### config.mk
export PLATFORM = sky130hd
export DESIGN_NAME = exception_sequencer
export DESIGN_NICKNAME = d
export VERILOG_FILES = /design/src/rtl/exception_sequencer.sv
export SDC_FILE = /design/constraint.sdc
export NUM_CORES = 1
export LEC_CHECK = 0
export CAP_MARGIN = 20
export CORE_ASPECT_RATIO = 2
export CORE_MARGIN = 2
export CORE_UTILIZATION = 44
export CTS_CLUSTER_DIAMETER = 200
export DETAILED_ROUTE_END_ITERATION = 8
export PLACE_DENSITY = 0.8
export SYNTH_ARGS = -nofsm -noshare
export SYNTH_HDL_FRONTEND = slang
export SYNTH_SLANG_ARGS = --single-unit
### constraint.sdc
create_clock -name clk -period 2.3 [get_ports clk]
set_input_delay 0.575 -clock clk [delete_from_list [all_inputs] [get_ports clk]]
set_output_delay 0.575 -clock clk [all_outputs]
set_load 0.02 [all_outputs]
### src/rtl/exception_sequencer.sv
// exception_sequencer
//   Sequences exception entry and IRET exit through the single-write-port
//   system register file. Entry flushes the pipeline, saves EPC, BADADDR,
//   CAUSE and STATUS one write per cycle, then redirects to HANDLER_VEC.
//   IRET reads EPC back, clears STATUS and redirects to the saved EPC.
//
// Ports
//   clk, rst_n                          clock, synchronous active-low reset
//   itlb_miss, dtlb_miss, illegal, irq  exception sources
//   iret                                IRET committing this cycle
//   fault_pc, fault_addr                faulting PC / TLB-miss address
//   supervisor                          STATUS bit0 from the system regfile
//   sys_we, sys_waddr, sys_wdata        system regfile write port
//   sys_raddr, sys_rdata                system regfile read port (combinational)
//   flush, stall                        pipeline control
//   pc_redirect, pc_target              one-cycle PC load strobe and target
//
// Configuration
//   EXC_IRQ_EN  when defined, irq is taken in user mode (supervisor = 0) as
//               cause 4; when undefined, irq is ignored.

module exception_sequencer #(
    parameter logic [31:0] HANDLER_VEC = 32'h0000_2000,
    parameter logic [4:0]  EPC_IDX     = 5'd0,
    parameter logic [4:0]  BAD_IDX     = 5'd1,
    parameter logic [4:0]  CAUSE_IDX   = 5'd2,
    parameter logic [4:0]  STATUS_IDX  = 5'd4
) (
    input  logic        clk,
    input  logic        rst_n,
    input  logic        itlb_miss,
    input  logic        dtlb_miss,
    input  logic        illegal,
    input  logic        irq,
    input  logic        iret,
    input  logic [31:0] fault_pc,
    input  logic [31:0] fault_addr,
    input  logic        supervisor,
    output logic        sys_we,
    output logic [4:0]  sys_waddr,
    output logic [31:0] sys_wdata,
    output logic [4:0]  sys_raddr,
    input  logic [31:0] sys_rdata,
    output logic        flush,
    output logic        stall,
    output logic        pc_redirect,
    output logic [31:0] pc_target
);

    typedef enum logic [3:0] {
        StIdle,
        StFlush,
        StSaveEpc,
        StSaveBad,
        StSaveCause,
        StSaveStatus,
        StRedirect,
        StIretRd,
        StIretWr,
        StIretRedir
    } state_e;

    state_e      state_q, state_d;
    logic [31:0] pc_q, pc_d;
    logic [31:0] addr_q, addr_d;
    logic [2:0]  cause_q, cause_d;
    logic [31:0] epc_q, epc_d;
    logic        irq_take;

`ifdef EXC_IRQ_EN
    assign irq_take = irq & ~supervisor;
`else
    logic unused_irq;
    assign unused_irq = irq;
    assign irq_take   = 1'b0;
`endif

    // The read port only ever needs EPC.
    assign sys_raddr = EPC_IDX;

    always_ff @(posedge clk) begin
        if (!rst_n) begin
            state_q <= StIdle;
            pc_q    <= '0;
            addr_q  <= '0;
            cause_q <= '0;
            epc_q   <= '0;
        end else begin
            state_q <= state_d;
            pc_q    <= pc_d;
            addr_q  <= addr_d;
            cause_q <= cause_d;
            epc_q   <= epc_d;
        end
    end

    // Next-state and capture logic.
    always_comb begin
        state_d = state_q;
        pc_d    = pc_q;
        addr_d  = addr_q;
        cause_d = cause_q;
        epc_d   = epc_q;
        unique case (state_q)
            StIdle: begin
                if (dtlb_miss || itlb_miss || illegal || irq_take || iret) begin
                    pc_d    = fault_pc;
                    addr_d  = fault_addr;
                    state_d = StFlush;
                    if (dtlb_miss)      cause_d = 3'd2;
                    else if (itlb_miss) cause_d = 3'd1;
                    else if (illegal)   cause_d = 3'd3;
                    else if (irq_take)  cause_d = 3'd4;
                    else if (supervisor) begin
                        state_d = StIretRd;
                    end else begin
                        // IRET from user mode is an illegal instruction.
                        cause_d = 3'd3;
                    end
                end
            end
            StFlush:      state_d = StSaveEpc;
            StSaveEpc:    state_d = StSaveBad;
            StSaveBad:    state_d = StSaveCause;
            StSaveCause:  state_d = StSaveStatus;
            StSaveStatus: state_d = StRedirect;
            StRedirect:   state_d = StIdle;
            StIretRd: begin
                epc_d   = sys_rdata;
                state_d = StIretWr;
            end
            StIretWr:     state_d = StIretRedir;
            StIretRedir:  state_d = StIdle;
            default:      state_d = StIdle;
        endcase
    end

    // Moore outputs; gated by reset so nothing is written once reset asserts.
    always_comb begin
        sys_we      = 1'b0;
        sys_waddr   = '0;
        sys_wdata   = '0;
        flush       = 1'b0;
        stall       = (state_q != StIdle);
        pc_redirect = 1'b0;
        pc_target   = '0;
        unique case (state_q)
            StIdle: ;
            StFlush:  flush = 1'b1;
            StSaveEpc: begin
                sys_we    = 1'b1;
                sys_waddr = EPC_IDX;
                sys_wdata = pc_q;
            end
            StSaveBad: begin
                sys_we    = 1'b1;
                sys_waddr = BAD_IDX;
                // Only TLB misses carry a meaningful address.
                sys_wdata = (cause_q >= 3'd3) ? 32'h0 : addr_q;
            end
            StSaveCause: begin
                sys_we    = 1'b1;
                sys_waddr = CAUSE_IDX;
                sys_wdata = {29'b0, cause_q};
            end
            StSaveStatus: begin
                sys_we    = 1'b1;
                sys_waddr = STATUS_IDX;
                sys_wdata = 32'h1;
            end
            StRedirect: begin
                pc_redirect = 1'b1;
                pc_target   = HANDLER_VEC;
            end
            StIretRd: flush = 1'b1;
            StIretWr: begin
                sys_we    = 1'b1;
                sys_waddr = STATUS_IDX;
                sys_wdata = 32'h0;
            end
            StIretRedir: begin
                pc_redirect = 1'b1;
                pc_target   = epc_q;
            end
            default: ;
        endcase
        if (!rst_n) begin
            sys_we      = 1'b0;
            sys_waddr   = '0;
            sys_wdata   = '0;
            flush       = 1'b0;
            stall       = 1'b0;
            pc_redirect = 1'b0;
            pc_target   = '0;
        end
    end

endmodule

# After elaboration in Yosys (flattened, before gate mapping)
# Index checks and enable logic that the tools add are counted.
[classes]
n_addsub = 0
n_mul = 0
div = 0
order_cmp = 1
eq_ne = 11
shifts = 0
n_mux = 24
bitwise = 0
n_reduce_logical = 11
[ops]
columns = ["op", "count"]
rows = [
  ["$pmux 32 s4", 1],
  ["$mux 32", 3],
  ["$pmux 32 s2", 1],
  ["$pmux 4 s8", 1],
  ["$mux 3", 8],
  ["$eq 4x3->1 const B", 4],
  ["$pmux 3 s3", 1],
  ["$eq 4x2->1 const B", 2],
  ["$eq 4x4->1 const B", 2],
  ["$mux 1", 7],
  ["$reduce_or 2->1", 3],
  ["$mux 5", 1],
  ["$reduce_or 5->1", 1],
  ["$eq 4x1->1 const B", 1],
  ["$logic_not 4->1", 1],
  ["$mux 4", 1],
  ["$ne 4x4->1 const B", 1],
  ["$reduce_bool 4->1", 1],
  ["$ge 3x2->1 const B", 1],
  ["$logic_or 1x1->1", 3],
  ["$reduce_and 3->1", 1],
  ["$ne 2x2->1 const B", 1],
  ["$reduce_and 2->1", 1],
]
[word_totals]
ff_bits = 103
latchBits = 0
mem_bits_rw = 0
rom_bits = 0
output_inout_bits = 78
wordCells = 52
memories = 0

# Logic depth before layout (Yosys ltp)
# Gate-level depths: netlist of run 1.
[logic_depth]
word_depth = 6
mapped_depth = 6
depth_no_buf = 3

# Worst setup path before layout of run 1
# OpenSTA, ideal clock, no wires.
[synth_path]
kind = "reg2out"
start = "register state_q[2]"
end = "output sys_wdata[0]"
arrival_time_ns = 2.104
t_required_ns = 1.725
slack_ns = -0.379
stages_incl_launch_ff = 6
n_path_buf = 2
cell_sequence = "dfxtp_1 -> buf_2 -> and4bb_2 -> clkbuf_1 -> nand3_1 -> a2111oi_0"
[synth_between]
elab_chain_len = 3
[synth_lines]
columns = ["element", "line_no", "rtl"]
rows = [
  ["start: declaration", "63", "state_e state_q, state_d;"],
  ["start signal: assignment", "83", "state_q <= StIdle;"],
  ["start signal: assignment", "89", "state_q <= state_d;"],
  ["$eq 4x3->1 / $eq 4x2->1 (equally long branches)", "147", "unique case (state_q)"],
  ["$pmux 32 s4 (*)", "147", ""],
  ["$mux 32 (*)", "187", "if (!rst_n) begin"],
  ["end: declaration", "41", "output logic [31:0] sys_wdata,"],
]
# Mark *: on every way between the ends. The rest lies on a longest branch, timed or not.

# Worst setup path in the final report of run 1
[layout_path]
start = "register state_q[0]"
end = "output sys_wdata[0]"
# The elaborated chain is that of the path after synthesis.

==> key figures, run 1 <==
Global route
  • Met1 Use GR: 27.3%
  • Number of global-route vias before repair: 5155
  • Gr busiest metal: met2
  • Antenna violations before repair: 0
  • Total gr overflow: 0
  • Met3 Usage GRT: 3.28%
  • Met2 Usage GRT: 48.6%
  • First-pass GRT wire length: 24900 um
  • Pin count of the biggest net entering global routing: 68
  • Total GRT Usage: 26.7%

STA
  • Final hold vios: 0
  • RSZ-0062 raised after global routing: yes
  • Min Hold Slack: 0.447 ns
  • Tmin final: 2.41 ns
  • Slew HR: 57.1%
  • Setup Viol. Count Final: 65
  • Max Clk Rate: 415 MHz
  • Worst slew pin tran: 0.644 ns
  • Tcrit/Tclk final: 105%
  • Final slew viol count: 0
  • Final Skew: 0.00782 ns
  • Final setup margin: -0.109 ns

Synth
  • Most used DFF post-synth: dfxtp_1
  • Yosys reg bits: 102
  • Syn Inst Count: 622
  • Ys async rst share: 0%
  • EDFF count, synth: 0
  • Synthesized area: 4770 sq um
  • Yosys warning total: 0
  • Mean Syn Cell Area: 7.67 sq um
  • Yosys cell types: 41
  • Sequential cell area fraction in the yosys report: 42.8%

Floorplan
  • Die ar.: 11700 sq um
  • Die Span Y: 151 um
  • Die X: 77.6 um
  • Io pins: 182
  • Rows: 53
  • Initial Util: 45.2%
  • Core area: 10500 sq um

Outcome
  • Failing checks: negative setup slack
  • Status: complete, but fails checks

Drt
  • Final wirelength: 16800 um
  • Post-DR wirelength/cell: 18.0 um
  • DRC: 0
  • 1st-iter DRT viols: 334
  • Via count: 5369
  • Antenna Nets Post-Route: 0
  • Via-to-Cell Ratio: 5.77
  • First-pass detailed-route iteration total: 6

Layout
  • P&R area growth vs syn: 52.1%
  • FF+latch area: 2050 sq um
  • Final Net Count: 893
  • Number of diodes: 0
  • Fill cell count: 835
  • Multi-input gate area: 2610 sq um
  • Fin util: 68.8%
  • Share of cells above drive strength 1: 22.3%

Clocking
  • Cts hold-fix bufs: 0
  • H-Tree Depth: 3
  • CTS max path bufs: 2
  • Worst-path clk slew: 0.07 ns
  • Clk Latency, worst-skew pair: 0.35 ns
  • Clk sinks: 102
  • CTS tree: built
  • CTS Buf Count: 9
  • Clock Tree Root: clkbuf_16

Critical path
  • Crit. End Element: primary output
  • Arr. time, crit path: 1.83 ns
  • Critical path class: reg -> out
  • Crit Path Max Fanout: 4
  • Worst Setup Start Kind: flop
  • Required @ worst endpoint: 1.73 ns

Power and ir drop
  • LEAKAGE: 2.73 nW
  • Power per Cell Area: 617 nW/um^2
  • Peak VDD IR: 0.467 mV

Min path
  • Hold WC Path Type: reg -> reg

Placement
  • Gpl congestion: 0.845
  • Number of buffers inserted by port buffering: 173
  • DP Wirelength: 11000 um

Flow run
  • # Max-Cap Violations: 0
[sequential cells by signal, indices dropped and copies added, names as in the netlist]
name     cells
addr_q      32
cause_q      2
pc_q        32
epc_q       32
state_q      4
[cell usage after synthesis, drive strengths merged, types with 2 or more instances]
master     n  area share (%)
nor2      39             3.1
inv        2            0.16
and3       2            0.26
nor4       2            0.39
nand3b     2            0.31
a31oi      2            0.26
nor4bb     2            0.42
and2      31             4.1
a2111oi    3            0.55
buf       29             3.9
nand3     66             6.9
nand2     66             5.2
dfxtp    102              43
and4b      2            0.42
nor4b      3            0.55
o21ai     67             7.0
nor3       4            0.66
or4        2            0.39
nor2b      5            0.66
o21a       2            0.31
a21oi    100              10
clkbuf    48             3.8
a32oi     30             5.5
[path summary, 6_finish.rpt]
kind | start | endpoint | slack [ns] | cells past startpoint
setup / recovery | state_q[0]$_SDFFE_PN0P_ | sys_wdata[0] | -0.11 | 5
hold / removal | epc_q[22]$_SDFFE_PN0N_ | epc_q[22]$_SDFFE_PN0N_ | 0.45 | 2
setup reg to reg | state_q[3]$_SDFFE_PN0P_ | addr_q[26]$_SDFFE_PN0P_ | 0.16 | 5
hold reg to reg | epc_q[22]$_SDFFE_PN0N_ | epc_q[22]$_SDFFE_PN0N_ | 0.45 | 2
[metrics by stage]
stage / cells / setup WS [ns] / power (mW) / area [sq um] / TNS (ns)
5_1_grt: 930 / -0.159 / 4.64 / 7250 / -7.35
3_5_place_dp: 906 / -0.658 / 2.87 / 6750 / -44.38
4_1_cts: 928 / -0.0659 / 4.42 / 7130 / -2.64
2_1_floorplan: 628 / 0.115 / 2.51 / 4800 / 0
3_3_place_gp: 906 / -0.655 / 2.84 / 6750 / -45.62
6_report: 930 / -0.109 / 4.48 / 7250 / -3.21
[worst max-delay path: stages, from the launching register on]
cell and delay [ns]:
dfxtp_2 0.36, buf_4 0.12, and4bb_4 0.35, nand3_4 0.10, a2111oi_4 0.36, buf_4 0.20
[layout by cell type, fill, tap and decap left out, types with 3 or more instances in the layout]
| cell | instances |
|---|---|
| clkdlybuf4s50_1 | 101 |
| buf_2 | 12 |
| a32oi_1 | 18 |
| nand3_1 | 64 |
| dfxtp_1 | 98 |
| and2_1 | 31 |
| o21ai_0 | 38 |
| conb_1 | 7 |
| o21ai_1 | 29 |
| nand2_1 | 66 |
| buf_4 | 86 |
| nor2_1 | 38 |
| clkbuf_2 | 3 |
| buf_6 | 13 |
| a32oi_2 | 10 |
| buf_12 | 6 |
| a21oi_1 | 99 |
| nor3_1 | 3 |
| clkbuf_16 | 10 |
| dfxtp_2 | 3 |
[cell type report]
cell class / instances / share of cell area [%]
clock inverter: 5 / 0.828
multi-input combinational: 447 / 36.0
clock buffer: 10 / 3.29
inverter: 2 / 0.121
sequential: 102 / 28.3
tap: 137 / 2.36
timing repair buffer: 227 / 29.2
[cells by family (layout without fill, tap and decap cells)]
group | Yosys count | in the layout | synth area share [%]
AO/OA/AOI/OAI | 207 | 207 | 24.8
XOR/XNOR | 1 | 1 | 0.184
buffers and inverters | 79 | 244 | 7.79
flip-flops | 102 | 102 | 42.8
other | 1 | 7 | 0.0786
AND/OR/NAND/NOR | 232 | 232 | 24.4
[routing by layer]
metal	vias up	share of wire, %
li1	2516	-
met1	2510	35
met2	277	53
met3	66	5.8
met4	0	6.0
met5	-	0
[report_power, final]
group | internal (mW) | switching, mW
combinational | 0.448 | 0.516
clock | 0.869 | 0.654
sequential | 1.90 | 0.0879
[repair_timing]
action                                  CTS  global route
gates resized for setup                 371            24
buffers inserted                          4             1
gates cloned                              3             1
endpoints found under the hold margin     0             0
pin swaps                                 9            12
endpoints found under the setup margin   71            69
No activity file was read; power rests on OpenSTA's default activity.
==> inputs of run 2 (changes only) <==
- CAP_MARGIN: 20 -> default
==> results of run 2 <==
Same layout as run 1: the final DEF is identical, and so are final timing and power.
